**src/rtl/bounce_sprite_engine_pkg.sv**
```systemverilog
// Shared types and constants for the bouncing-box engine.
// Colour width/values, direction encoding and FSM state encoding.
package bounce_sprite_engine_pkg;

  localparam int unsigned COLOUR_W = 3;

  localparam logic [COLOUR_W-1:0] COLOUR_BLACK = 3'b000;
  localparam logic [COLOUR_W-1:0] COLOUR_WHITE = 3'b111;

  // Direction of travel along one axis
  localparam logic DIR_POS = 1'b1;
  localparam logic DIR_NEG = 1'b0;

  typedef enum logic [2:0] {
    ST_INIT_DRAW = 3'd0,
    ST_IDLE      = 3'd1,
    ST_ERASE     = 3'd2,
    ST_MOVE      = 3'd3,
    ST_DRAW      = 3'd4
  } state_t;

endpackage

```
**src/rtl/bounce_sprite_engine_frame_tick_gen.sv**
```systemverilog
// Free-running frame timebase: a 1-cycle frame_tick every CLKS_PER_FRAME
// clocks and a 1-cycle step_req every FRAMES_PER_STEP frame ticks.
// Ports: clock, resetn (sync, active-low), frame_tick, step_req.
module bounce_sprite_engine_frame_tick_gen #(
  parameter int unsigned CLKS_PER_FRAME  = 833333,
  parameter int unsigned FRAMES_PER_STEP = 15
) (
  input  logic clock,
  input  logic resetn,
  output logic frame_tick,
  output logic step_req
);

  localparam int unsigned TW = (CLKS_PER_FRAME  > 1) ? $clog2(CLKS_PER_FRAME)  : 1;
  localparam int unsigned FW = (FRAMES_PER_STEP > 1) ? $clog2(FRAMES_PER_STEP) : 1;

  logic [TW-1:0] tick_cnt;
  logic [FW-1:0] frame_cnt;
  logic          tick_wrap_c;
  logic          frame_wrap_c;

  assign tick_wrap_c  = (tick_cnt  == TW'(CLKS_PER_FRAME - 1));
  assign frame_wrap_c = (frame_cnt == FW'(FRAMES_PER_STEP - 1));

  // Clock and frame counters; both pulses are registered
  always_ff @(posedge clock) begin
    if (!resetn) begin
      tick_cnt   <= '0;
      frame_cnt  <= '0;
      frame_tick <= 1'b0;
      step_req   <= 1'b0;
    end else begin
      tick_cnt   <= tick_wrap_c ? '0 : tick_cnt + TW'(1);
      if (tick_wrap_c) begin
        frame_cnt <= frame_wrap_c ? '0 : frame_cnt + FW'(1);
      end
      frame_tick <= tick_wrap_c;
      step_req   <= tick_wrap_c && frame_wrap_c;
    end
  end

endmodule

```
**src/rtl/bounce_sprite_engine.sv**
```systemverilog
// Bouncing-box engine driving the pixel-write side of a VGA adapter.
// Each motion step erases the box, moves it diagonally (reflecting off the
// screen edges) and redraws it, one pixel write per cycle.
// Ports: clock, resetn (sync, active-low), go, ld_colour, colour_in,
//        plot_x/plot_y/plot_colour/plot (adapter write bus), busy,
//        bounce_count (saturating wall-reflection count).
module bounce_sprite_engine
  import bounce_sprite_engine_pkg::*;
#(
  parameter int unsigned SCREEN_W        = 160,
  parameter int unsigned SCREEN_H        = 120,
  parameter int unsigned X_W             = 8,
  parameter int unsigned Y_W             = 7,
  parameter int unsigned BOX_W           = 4,
  parameter int unsigned BOX_H           = 4,
  parameter int unsigned STEP            = 1,
  parameter int unsigned CLKS_PER_FRAME  = 833333,
  parameter int unsigned FRAMES_PER_STEP = 15,
  parameter int unsigned INIT_X          = 0,
  parameter int unsigned INIT_Y          = 60
) (
  input  logic                clock,
  input  logic                resetn,
  input  logic                go,
  input  logic                ld_colour,
  input  logic [COLOUR_W-1:0] colour_in,
  output logic [X_W-1:0]      plot_x,
  output logic [Y_W-1:0]      plot_y,
  output logic [COLOUR_W-1:0] plot_colour,
  output logic                plot,
  output logic                busy,
  output logic [7:0]          bounce_count
);

  localparam int unsigned MAXX = SCREEN_W - BOX_W;
  localparam int unsigned MAXY = SCREEN_H - BOX_H;
  localparam int unsigned XE   = X_W + 1;
  localparam int unsigned YE   = Y_W + 1;

  state_t              state, next_state;
  logic [X_W-1:0]      pos_x, px, next_x;
  logic [Y_W-1:0]      pos_y, py, next_y;
  logic                dir_x, dir_y, next_dir_x, next_dir_y;
  logic                flip_x_c, flip_y_c;
  logic [COLOUR_W-1:0] box_colour, phase_colour, scan_colour_c;
  logic                pending, step_req, frame_tick_unused;
  logic                scan_en_c, scan_first_c, scan_last_c, draw_phase_c, busy_next_c;

  // frame_tick is available for debug; only step_req drives motion
  bounce_sprite_engine_frame_tick_gen #(
    .CLKS_PER_FRAME (CLKS_PER_FRAME),
    .FRAMES_PER_STEP(FRAMES_PER_STEP)
  ) u_tick (
    .clock     (clock),
    .resetn    (resetn),
    .frame_tick(frame_tick_unused),
    .step_req  (step_req)
  );

  assign scan_first_c = (px == '0) && (py == '0);
  assign scan_last_c  = (px == X_W'(BOX_W - 1)) && (py == Y_W'(BOX_H - 1));

  // State register
  always_ff @(posedge clock) begin
    if (!resetn) state <= ST_INIT_DRAW;
    else         state <= next_state;
  end

  // Next-state logic
  always_comb begin
    next_state = state;
    case (state)
      ST_INIT_DRAW: if (scan_last_c) next_state = ST_IDLE;
      ST_IDLE:      if (go && (step_req || pending)) next_state = ST_ERASE;
      ST_ERASE:     if (scan_last_c) next_state = ST_MOVE;
      ST_MOVE:      next_state = ST_DRAW;
      ST_DRAW:      if (scan_last_c) next_state = ST_IDLE;
      default:      next_state = ST_INIT_DRAW;
    endcase
  end

  // Output decode; draw colour is sampled once at the first pixel of a phase
  always_comb begin
    scan_en_c     = 1'b0;
    draw_phase_c  = 1'b0;
    scan_colour_c = COLOUR_BLACK;
    busy_next_c   = (next_state != ST_IDLE);
    case (state)
      ST_INIT_DRAW, ST_DRAW: begin
        scan_en_c     = 1'b1;
        draw_phase_c  = 1'b1;
        scan_colour_c = scan_first_c ? box_colour : phase_colour;
      end
      ST_ERASE: scan_en_c = 1'b1;
      default: ;
    endcase
  end

  // X-axis move with reflection; an exact edge landing flips direction
  always_comb begin
    next_x     = pos_x;
    next_dir_x = dir_x;
    flip_x_c   = 1'b0;
    if (dir_x == DIR_POS) begin
      if (XE'(pos_x) + XE'(STEP) >= XE'(MAXX)) begin
        next_x     = X_W'(MAXX);
        next_dir_x = DIR_NEG;
        flip_x_c   = 1'b1;
      end else begin
        next_x = X_W'(XE'(pos_x) + XE'(STEP));
      end
    end else begin
      if (XE'(pos_x) <= XE'(STEP)) begin
        next_x     = '0;
        next_dir_x = DIR_POS;
        flip_x_c   = 1'b1;
      end else begin
        next_x = X_W'(XE'(pos_x) - XE'(STEP));
      end
    end
  end

  // Y-axis move with reflection
  always_comb begin
    next_y     = pos_y;
    next_dir_y = dir_y;
    flip_y_c   = 1'b0;
    if (dir_y == DIR_POS) begin
      if (YE'(pos_y) + YE'(STEP) >= YE'(MAXY)) begin
        next_y     = Y_W'(MAXY);
        next_dir_y = DIR_NEG;
        flip_y_c   = 1'b1;
      end else begin
        next_y = Y_W'(YE'(pos_y) + YE'(STEP));
      end
    end else begin
      if (YE'(pos_y) <= YE'(STEP)) begin
        next_y     = '0;
        next_dir_y = DIR_POS;
        flip_y_c   = 1'b1;
      end else begin
        next_y = Y_W'(YE'(pos_y) - YE'(STEP));
      end
    end
  end

  // Pixel scanner and registered plot bus
  always_ff @(posedge clock) begin
    if (!resetn) begin
      px          <= '0;
      py          <= '0;
      plot        <= 1'b0;
      plot_x      <= '0;
      plot_y      <= '0;
      plot_colour <= '0;
      busy        <= 1'b0;
    end else begin
      plot <= scan_en_c;
      busy <= busy_next_c;
      if (scan_en_c) begin
        plot_x      <= pos_x + px;
        plot_y      <= pos_y + py;
        plot_colour <= scan_colour_c;
        if (scan_last_c) begin
          px <= '0;
          py <= '0;
        end else if (px == X_W'(BOX_W - 1)) begin
          px <= '0;
          py <= py + Y_W'(1);
        end else begin
          px <= px + X_W'(1);
        end
      end
    end
  end

  // Position, direction, bounce counter
  always_ff @(posedge clock) begin
    if (!resetn) begin
      pos_x        <= X_W'(INIT_X);
      pos_y        <= Y_W'(INIT_Y);
      dir_x        <= DIR_POS;
      dir_y        <= DIR_POS;
      bounce_count <= '0;
    end else if (state == ST_MOVE) begin
      pos_x <= next_x;
      pos_y <= next_y;
      dir_x <= next_dir_x;
      dir_y <= next_dir_y;
      if ((flip_x_c || flip_y_c) && (bounce_count != 8'hFF)) begin
        bounce_count <= bounce_count + 8'd1;
      end
    end
  end

  // Colour registers and single-deep step queue
  always_ff @(posedge clock) begin
    if (!resetn) begin
      box_colour   <= COLOUR_WHITE;
      phase_colour <= COLOUR_WHITE;
      pending      <= 1'b0;
    end else begin
      if (ld_colour) box_colour <= colour_in;
      if (scan_first_c && draw_phase_c) phase_colour <= box_colour;
      // IDLE either consumes or discards any queued request
      if (state == ST_IDLE) pending <= 1'b0;
      else if (step_req)    pending <= 1'b1;
    end
  end

endmodule

```
**config.mk**
```make
export PLATFORM = sky130hd
export DESIGN_NAME = bounce_sprite_engine
export DESIGN_NICKNAME = d
export VERILOG_FILES = /design/src/rtl/bounce_sprite_engine_pkg.sv /design/src/rtl/bounce_sprite_engine_frame_tick_gen.sv /design/src/rtl/bounce_sprite_engine.sv
export SDC_FILE = /design/constraint.sdc
export NUM_CORES = 1
export LEC_CHECK = 0
export CORE_MARGIN = 2
export CORE_UTILIZATION = 35
export DETAILED_ROUTE_END_ITERATION = 7
export PLACE_DENSITY_LB_ADDON = 0.15
export SLEW_MARGIN = 0
export SYNTH_ARGS = -nofsm -noshare
export SYNTH_HDL_FRONTEND = slang
export SYNTH_HIERARCHICAL = 1
export SYNTH_SLANG_ARGS = --single-unit
```
**constraint.sdc**
```tcl
create_clock -name clock -period 2.5 [get_ports clock]
set_input_delay 0.5 -clock clock [delete_from_list [all_inputs] [get_ports clock]]
set_output_delay 0.5 -clock clock [all_outputs]
set_load 0.1 [all_outputs]
```
==> results.json, run 1 <==
{
  "grt_pass1_wl_mm": 22.7,
  "syn-num-nets": 703,
  "path_max_fanout": 7,
  "grt_max_degree": 39,
  "worstPathArrival_ps": 2570,
  "use_met3_pct": 2.95,
  "pwr-share-clk_pct": 42.5,
  "internal_power_mw": 2.52,
  "antennaDiodeCount": 0,
  "hold_end": "plot_x[2]",
  "fin_crit_sh_pct": 93.5,
  "grt_overflow_total": 0,
  "rr_endpoint": "pos_y[2]",
  "relSlewSlack_pct": 59.0,
  "clock_sinks": 95,
  "rsz0062_at_grt": "false",
  "status": "complete, no violations",
  "die_y_um": 128,
  "place_hpwl_mm": 9.84,
  "cts_tree": "yes",
  "h-tree-depth": 3,
  "vias_per_cell": 5.54,
  "max_cap_violations": 0,
  "yosysWarnings": 6,
  "drc_errors": 0,
  "io_pins": 35,
  "vias": 4991,
  "maxSlewViolCount": 0,
  "gp_congestion": 0.848,
  "met1_usage_pct": 22.2,
  "crit_path_frequent_cell": "a211oi_1",
  "die_area_um2": 16500,
  "swShare_pct": 26.2,
  "cts_made_buffers": 9,
  "p_per_area_nw_per_um2": 541,
  "wl_per_cell_um": 15.0,
  "rrSetupSlack_ps": 160,
  "clock.fmax_mhz": 428,
  "hold_depth": 2,
  "crit_chain": "ha_1 > nand3_1 > mux2_2 > a211oi_1 > or2_2 > a211oi_1 > a221o_1",
  "rows": 45,
  "drive_gt1_share_pct": 12.3,
  "seqPwrFrac_pct": 46.6,
  "track_usage_pct": 17.0,
  "ir_worst_vdd_mv": 0.302,
  "switching_power_mw": 0.894,
  "worst_slew_pin_slew_ps": 610,
  "fillCellCount": 1509,
  "nets": 743,
  "synthToLayoutAreaGrowth_pct": 16.5,
  "finalWirelength_mm": 13.5,
  "core_um2": 15100,
  "busiest_layer": "met2",
  "cts-root-buf": "clkbuf_16",
  "fin_skew_ps": 8.43,
  "power_frac_comb_pct": 10.9,
  "setup-tns-final_ps": 0,
  "antenna_found_initial": 0,
  "start_util_pct": 35.8,
  "min_path_type": "register to register",
  "drtIter0Drc": 248,
  "cp.required_ps": 2740,
  "final-instance-count-excl-fill": 901,
  "die_x_um": 128,
  "first_pass_iters": 4,
  "synthCells": 668,
  "finalHoldViolCount": 0,
  "dpl.cell_count": 884,
  "path_class": "register to register",
  "clock_latency_ps": 350,
  "syn_avg_cell_area_um2": 8.11,
  "cts_buffer_depth": 2,
  "grt_pass1_vias": 4670,
  "finalCriticalPeriod_ps": 2340,
  "critPathCaptureType": "register",
  "critPathSlowestCell": "a211oi_1",
  "setup_viol": 0,
  "hold_start": "plot_x[2]",
  "r2r_start": "pos_y[1]",
  "antenna_left": 0,
  "met2_usage_pct": 27.5,
  "worst-r2r-cell-count": 7,
  "leakage_nw": 2.38,
  "synth_area_um2": 5420,
  "worst_path_largest_cell_delay_ps": 390,
  "clk_pin_slew_ps": 70,
  "critical_path.startpoint_type": "register",
  "port_buffers": 34
}
[how the worst max path moves through the flow]
stage / from / to / slack, ps
floorplan: bounce_count[2] / bounce_count[7] / 140
CTS: pos_y[3] / bounce_count[5] / 120
detailed placement: pos_y[1] / bounce_count[1] / 130
global route: pos_x[0] / bounce_count[2] / 10
finish: pos_y[1] / pos_y[2] / 160
global placement: pos_y[3] / bounce_count[5] / 190
[power by group through the flow]
stage / Combinational (mW) / Clock [mW] / Sequential (mW)
finish: 0.374 / 1.45 / 1.59
global route: 0.404 / 1.57 / 1.60
CTS: 0.376 / 1.51 / 1.59
detailed placement: 0.375 / 0 / 1.63
global placement: 0.370 / 0 / 1.62
floorplan: 0.134 / 0 / 1.76
[registers in the layout, indices dropped and copies added, names as in the netlist, 3 cells and up]
name,flops
u_tick/frame_cnt,4
state,3
bounce_count,8
pos_x,8
pos_y,7
plot_colour,3
px,8
box_colour,3
u_tick/tick_cnt,20
plot_x,8
py,7
phase_colour,3
plot_y,7
[cell type report]
| class | count | area (µm²) | area share (%) |
|---|---|---|---|
| tap | 188 | 235 | 3.72 |
| clock inverter | 4 | 52.6 | 0.832 |
| sequential | 95 | 1910 | 30.2 |
| multi-input combinational | 505 | 3250 | 51.4 |
| timing repair buffer | 58 | 463 | 7.33 |
| clock buffer | 12 | 267 | 4.22 |
| inverter | 39 | 146 | 2.32 |
[layout by cell type, fill, tap and decap left out, types with 4 or more instances in the layout]
cell	instances
a211oi_1	13
a22oi_1	4
a21oi_1	43
xnor2_1	23
dfxtp_1	92
mux2i_1	11
nor2_1	58
xor2_1	12
or3_1	7
nor2b_1	6
ha_1	26
o31ai_1	4
clkdlybuf4s50_1	6
inv_1	38
nand4_1	21
and3_1	9
buf_4	51
nor4_1	8
nor3_1	22
or4_1	8
a221oi_1	4
o21a_1	4
and4b_1	4
a31oi_1	6
o21ai_0	36
mux2_2	4
clkbuf_16	9
nand3_1	32
nand2b_1	11
nand2_1	63
or2_2	4
a21o_1	5
and2_1	5
[metal layers]
metal,vias to the layer above,wire (µm)
li1,2498,-
met1,2374,6330
met2,95,6370
met3,24,462
met4,0,346
met5,-,0
[stage by stage]
stage / setup WS (ps) / cell area, µm² / util (%) / power (mW) / hold slack [ps]
2_1_floorplan: 136 / 5420 / - / 1.90 / 441
3_3_place_gp: 186 / 5980 / 39.5 / 1.99 / 447
3_5_place_dp: 134 / 5980 / 39.5 / 2.00 / 449
4_1_cts: 122 / 6300 / 41.6 / 3.48 / 457
5_1_grt: 13.4 / 6320 / 41.7 / 3.57 / 479
6_report: 163 / 6320 / 41.7 / 3.42 / 455
[critical path: cells and delay by family (launching register included)]
family,cells,cell delay [ps]
AO/OA/AOI/OAI,3,820
AND/OR/NAND/NOR,2,400
flip-flops,1,380
adder cells (fa/ha/maj),1,310
multiplexers,1,310
[what timing repair did]
action | 4_1_cts | 5_1_grt
setup endpoints to repair | 0 | 9
resized for setup | 0 | 4
endpoints found under the hold margin | 0 | 0
setup buffers | 0 | 1
hold buffers | 0 | 0
(Power assumes the default switching activity.)
==> inputs of run 2 (changes only) <==
- REMOVE_ABC_BUFFERS: not set -> 1
==> results.json, run 2 (same netlist as run 1, synthesis figures left out) <==
{
  "dpl_cell_area_um2": 5980,
  "layout_commonest_cell": "dfxtp_1",
  "first_pass_iters": 4,
  "grt_overflow_total": 0,
  "wl_per_cell_um": 14.9,
  "min_path_type": "register to register",
  "die_x_um": 128,
  "top_register": "u_tick/tick_cnt",
  "rr_endpoint": "pos_y[2]",
  "fin_crit_sh_pct": 92.1,
  "hold_buffers": 0,
  "io_pins": 35,
  "antennaDiodeCount": 0,
  "h-tree-depth": 3,
  "antenna_left": 0,
  "ir_worst_vdd_mv": 0.326,
  "rrSetupSlack_ps": 200,
  "grt_pass1_wl_mm": 22.8,
  "cp.required_ps": 2740,
  "largest_reg_flops": 20,
  "drive_gt1_share_pct": 11.2,
  "gp_congestion": 0.856,
  "vias_per_cell": 5.46,
  "synthToLayoutAreaGrowth_pct": 15.3,
  "drc_errors": 0,
  "final_cell_mix": "dfxtp_1 (94), nand2_1 (63), nor2_1 (58)",
  "grt_max_degree": 39,
  "worst_slew_pin_slew_ps": 593,
  "cts-root-buf": "clkbuf_16",
  "setup_viol": 0,
  "path_class": "register to register",
  "p_per_area_nw_per_um2": 524,
  "clock_latency_ps": 350,
  "worst-r2r-cell-count": 7,
  "fillCellCount": 1540,
  "rsz0062_at_grt": "false",
  "hold_start": "plot_y[3]",
  "start_util_pct": 35.8,
  "path_max_fanout": 7,
  "rows": 45,
  "finalCriticalPeriod_ps": 2300,
  "maxSlewViolCount": 0,
  "utilization_pct": 41.3,
  "track_usage_pct": 17.0,
  "hold_end": "plot_y[3]",
  "cts_made_buffers": 9,
  "finalWirelength_mm": 13.3,
  "max_cap_violations": 0,
  "grt_pass1_vias": 4636,
  "leakage_nw": 2.34,
  "clock_sinks": 95,
  "die_y_um": 128,
  "relSlewSlack_pct": 60.2,
  "antenna_found_initial": 0,
  "vias": 4889,
  "critPathCaptureType": "register",
  "design_area_um2": 6250,
  "hold_depth": 2,
  "die_area_um2": 16500,
  "r2r_start": "pos_y[0]",
  "clk_pin_slew_ps": 60,
  "setup-tns-final_ps": 0,
  "cts_tree": "yes",
  "port_buffers": 34,
  "cts_buffer_depth": 2,
  "place_hpwl_mm": 9.66,
  "finalHoldViolCount": 0,
  "nets": 741,
  "critical_path.startpoint_type": "register",
  "status": "complete, no violations",
  "core_um2": 15100,
  "worstPathArrival_ps": 2540,
  "clock.fmax_mhz": 434,
  "drtIter0Drc": 212,
  "fin_skew_ps": 5.86
}
-- run 2: cell count changes in the layout (fill, tap and decap cells not counted), moves of 2 or more --
cell / previous run / this run
buf_4: 51 / 49
clkbuf_1: 0 / 2
clkbuf_8: 3 / 0
clkinv_4: 2 / 0
dfxtp_1: 92 / 94
dfxtp_2: 3 / 1
-- run 2: power by group --
group	switching, mW	total [mW]	internal (mW)
Combinational	0.262	0.367	0.105
Sequential	0.0330	1.59	1.56
Clock	0.555	1.31	0.758
Total	0.850	3.27	2.42
-- run 2: stage by stage --
step	setup WS (ps)	hold slack (ps)	total power [mW]	cells
finish	198	456	3.27	896
global route	22.2	474	3.43	896
floorplan	136	440	1.89	639
detailed placement	139	452	1.99	883
CTS	121	462	3.33	896
global placement	160	443	1.99	883
-- run 2: final cells by class --
class	instances	area (µm²)	share of cell area [%]
multi-input cells	505	3250	52.0
clock inverters	2	35.0	0.561
repair buffers	56	448	7.17
well taps	188	235	3.76
flip-flops and latches	95	1900	30.5
inverters	39	146	2.34
clock buffers	11	233	3.72
-- run 2: worst max-delay path by stage --
stage	from	cells past startpoint	end	slack, ps
2_1_floorplan	bounce_count[2]	5	bounce_count[7]	140
3_3_place_gp	pos_y[0]	7	bounce_count[0]	160
3_5_place_dp	pos_x[0]	8	bounce_count[4]	140
4_1_cts	pos_x[0]	8	bounce_count[1]	120
5_1_grt	pos_x[0]	8	bounce_count[3]	20
6_report	pos_y[0]	7	pos_y[2]	200
-- run 2: worst max-delay path: stages, from the launching register on --
cell      delay, ps
dfxtp_1         340
ha_1            300
nand3_1         170
mux2_2          300
a211oi_1        440
or2_2           250
o21ai_0          90
a221o_1         320
-- run 2: layer usage --
layer	up-vias	GRT usage, %	share of wire [%]
li1	2497	-	-
met1	2292	22.9	50
met2	80	27.0	45
met3	20	3.41	3.0
met4	0	6.40	2.0
met5	-	0	0
-- run 2: timing repair --
| item | CTS | global route |
|---|---|---|
| endpoints found under the setup margin | 0 | 8 |
| resized for setup | 0 | 3 |
| buffers inserted | 0 | 0 |
==> inputs of run 3 (changes only) <==
- CORE_MARGIN: 2 -> not set
==> results.json, run 3 (same netlist as run 1, synthesis figures left out) <==
{
  "status": "complete, no violations",
  "io_pins": 35,
  "track_usage_pct": 17.1,
  "gp_congestion": 0.864,
  "wl_per_cell_um": 14.5,
  "die_area_um2": 16000,
  "rows": 45,
  "crit_chain": "or4b_1 > or4_1 > or4_1 > a21oi_1",
  "cts_made_buffers": 9,
  "final_cell_mix": "dfxtp_1 (94), nand2_1 (63), nor2_1 (58)",
  "core_um2": 15100,
  "synthToLayoutAreaGrowth_pct": 16.8,
  "setup_viol": 0,
  "hold_buffers": 0,
  "hold_start": "plot_y[2]",
  "grt_max_degree": 39,
  "finalCriticalPeriod_ps": 2300,
  "r2r_start": "u_tick/tick_cnt[6]",
  "drive_gt1_share_pct": 11.8,
  "drc_errors": 0,
  "cts-root-buf": "clkbuf_16",
  "drtIter0Drc": 290,
  "path_class": "register to register",
  "fin_crit_sh_pct": 92.0,
  "fillCellCount": 1492,
  "dpl_worst_slack_ps": 99.1,
  "crit_family": "simple AND/OR/NAND/NOR gates",
  "h-tree-depth": 3,
  "p_per_area_nw_per_um2": 562,
  "die_y_um": 126,
  "worst_path_largest_cell_delay_ps": 680,
  "grt_pass1_vias": 4627,
  "vias_per_cell": 5.41,
  "port_buffers": 34,
  "clock_latency_ps": 350,
  "start_util_pct": 35.8,
  "cts_tree": "yes",
  "min_path_type": "register to register",
  "cp-startpoint": "u_tick/tick_cnt[6]",
  "nets": 741,
  "critPathCaptureType": "register",
  "antenna_found_initial": 0,
  "antenna_left": 0,
  "grt_overflow_total": 0,
  "max_cap_violations": 0,
  "clock.fmax_mhz": 435,
  "top_register": "u_tick/tick_cnt",
  "finalWirelength_mm": 13.1,
  "relSlewSlack_pct": 60.7,
  "path_max_fanout": 9,
  "die_x_um": 126,
  "cts_resized": 0,
  "rsz0062_at_grt": "false",
  "grt_pass1_wl_mm": 22.1,
  "maxSlewViolCount": 0,
  "clock_sinks": 95,
  "vias": 4858,
  "setup-tns-final_ps": 0,
  "cts_buffer_depth": 2,
  "cp.required_ps": 2780,
  "critPathSlowestCell": "or4_1",
  "finalHoldViolCount": 0,
  "leakage_nw": 2.38,
  "worst_slew_pin_slew_ps": 585,
  "cts_setup_buffers": 0,
  "place_hpwl_mm": 9.44,
  "first_pass_iters": 4,
  "layout_commonest_cell": "dfxtp_1",
  "worstPathArrival_ps": 2580,
  "path_buf_inv": 0,
  "worst_slack_ps": 199,
  "clk_pin_slew_ps": 70,
  "crit_path_frequent_cell": "or4_1",
  "ir_worst_vdd_mv": 0.333,
  "antennaDiodeCount": 0,
  "critical_path.startpoint_type": "register",
  "largest_reg_flops": 20,
  "fin_skew_ps": 7.14
}
## run 3: changes by cell type in the layout (fill, tap and decap cells not counted), sizes merged
cell | previous run | this run
clkbuf | 11 | 10
clkinvlp | 0 | 1
bufinv | 1 | 3
## run 3: layout make-up
cell class              instances  area (µm²)  share of cell area (%)
multi-input cells             505        3250                    51.4
flip-flops and latches         95        1900                    30.1
repair buffers                 56         448                    7.08
clock buffers                  10         239                    3.78
well taps                     188         235                    3.72
inverters                      39         146                    2.31
clock inverters                 5         106                    1.68
## run 3: report_power, final
part | internal, mW | switching (mW)
Combinational | 0.105 | 0.263
Clock | 1.00 | 0.596
Sequential | 1.56 | 0.0325
## run 3: path summary, 6_finish.rpt
kind | endpoint | slack [ps] | depth (start not counted)
worst max-delay path | u_tick/frame_cnt[2] | 200 | 4
worst min register to register | plot_y[2] | 450 | 2
worst min-delay path | plot_y[2] | 450 | 2
worst max register to register | u_tick/frame_cnt[2] | 200 | 4
## run 3: metal layers
layer,up-vias,routed length (µm),GRT usage [%]
met1,2277,6350,22.2
met5,-,0,0
li1,2488,-,-
met3,13,437,3.54
met4,0,196,6.87
met2,80,6070,27.6
## run 3: worst min-delay path: stages (launching register included)
cell and delay, ps:
dfxtp_1 310, nand2_1 50, a21oi_1 50
## run 3: stage by stage
step / power, mW / util, % / hold WS, ps / instances / cell area, µm²
floorplan: 1.89 / - / 440 / 639 / 5290
global placement: 1.99 / 39.5 / 442 / 883 / 5980
detailed placement: 1.99 / 39.5 / 452 / 883 / 5980
CTS: 3.62 / 41.7 / 461 / 898 / 6320
global route: 3.71 / 41.8 / 481 / 898 / 6330
finish: 3.55 / 41.8 / 454 / 898 / 6330
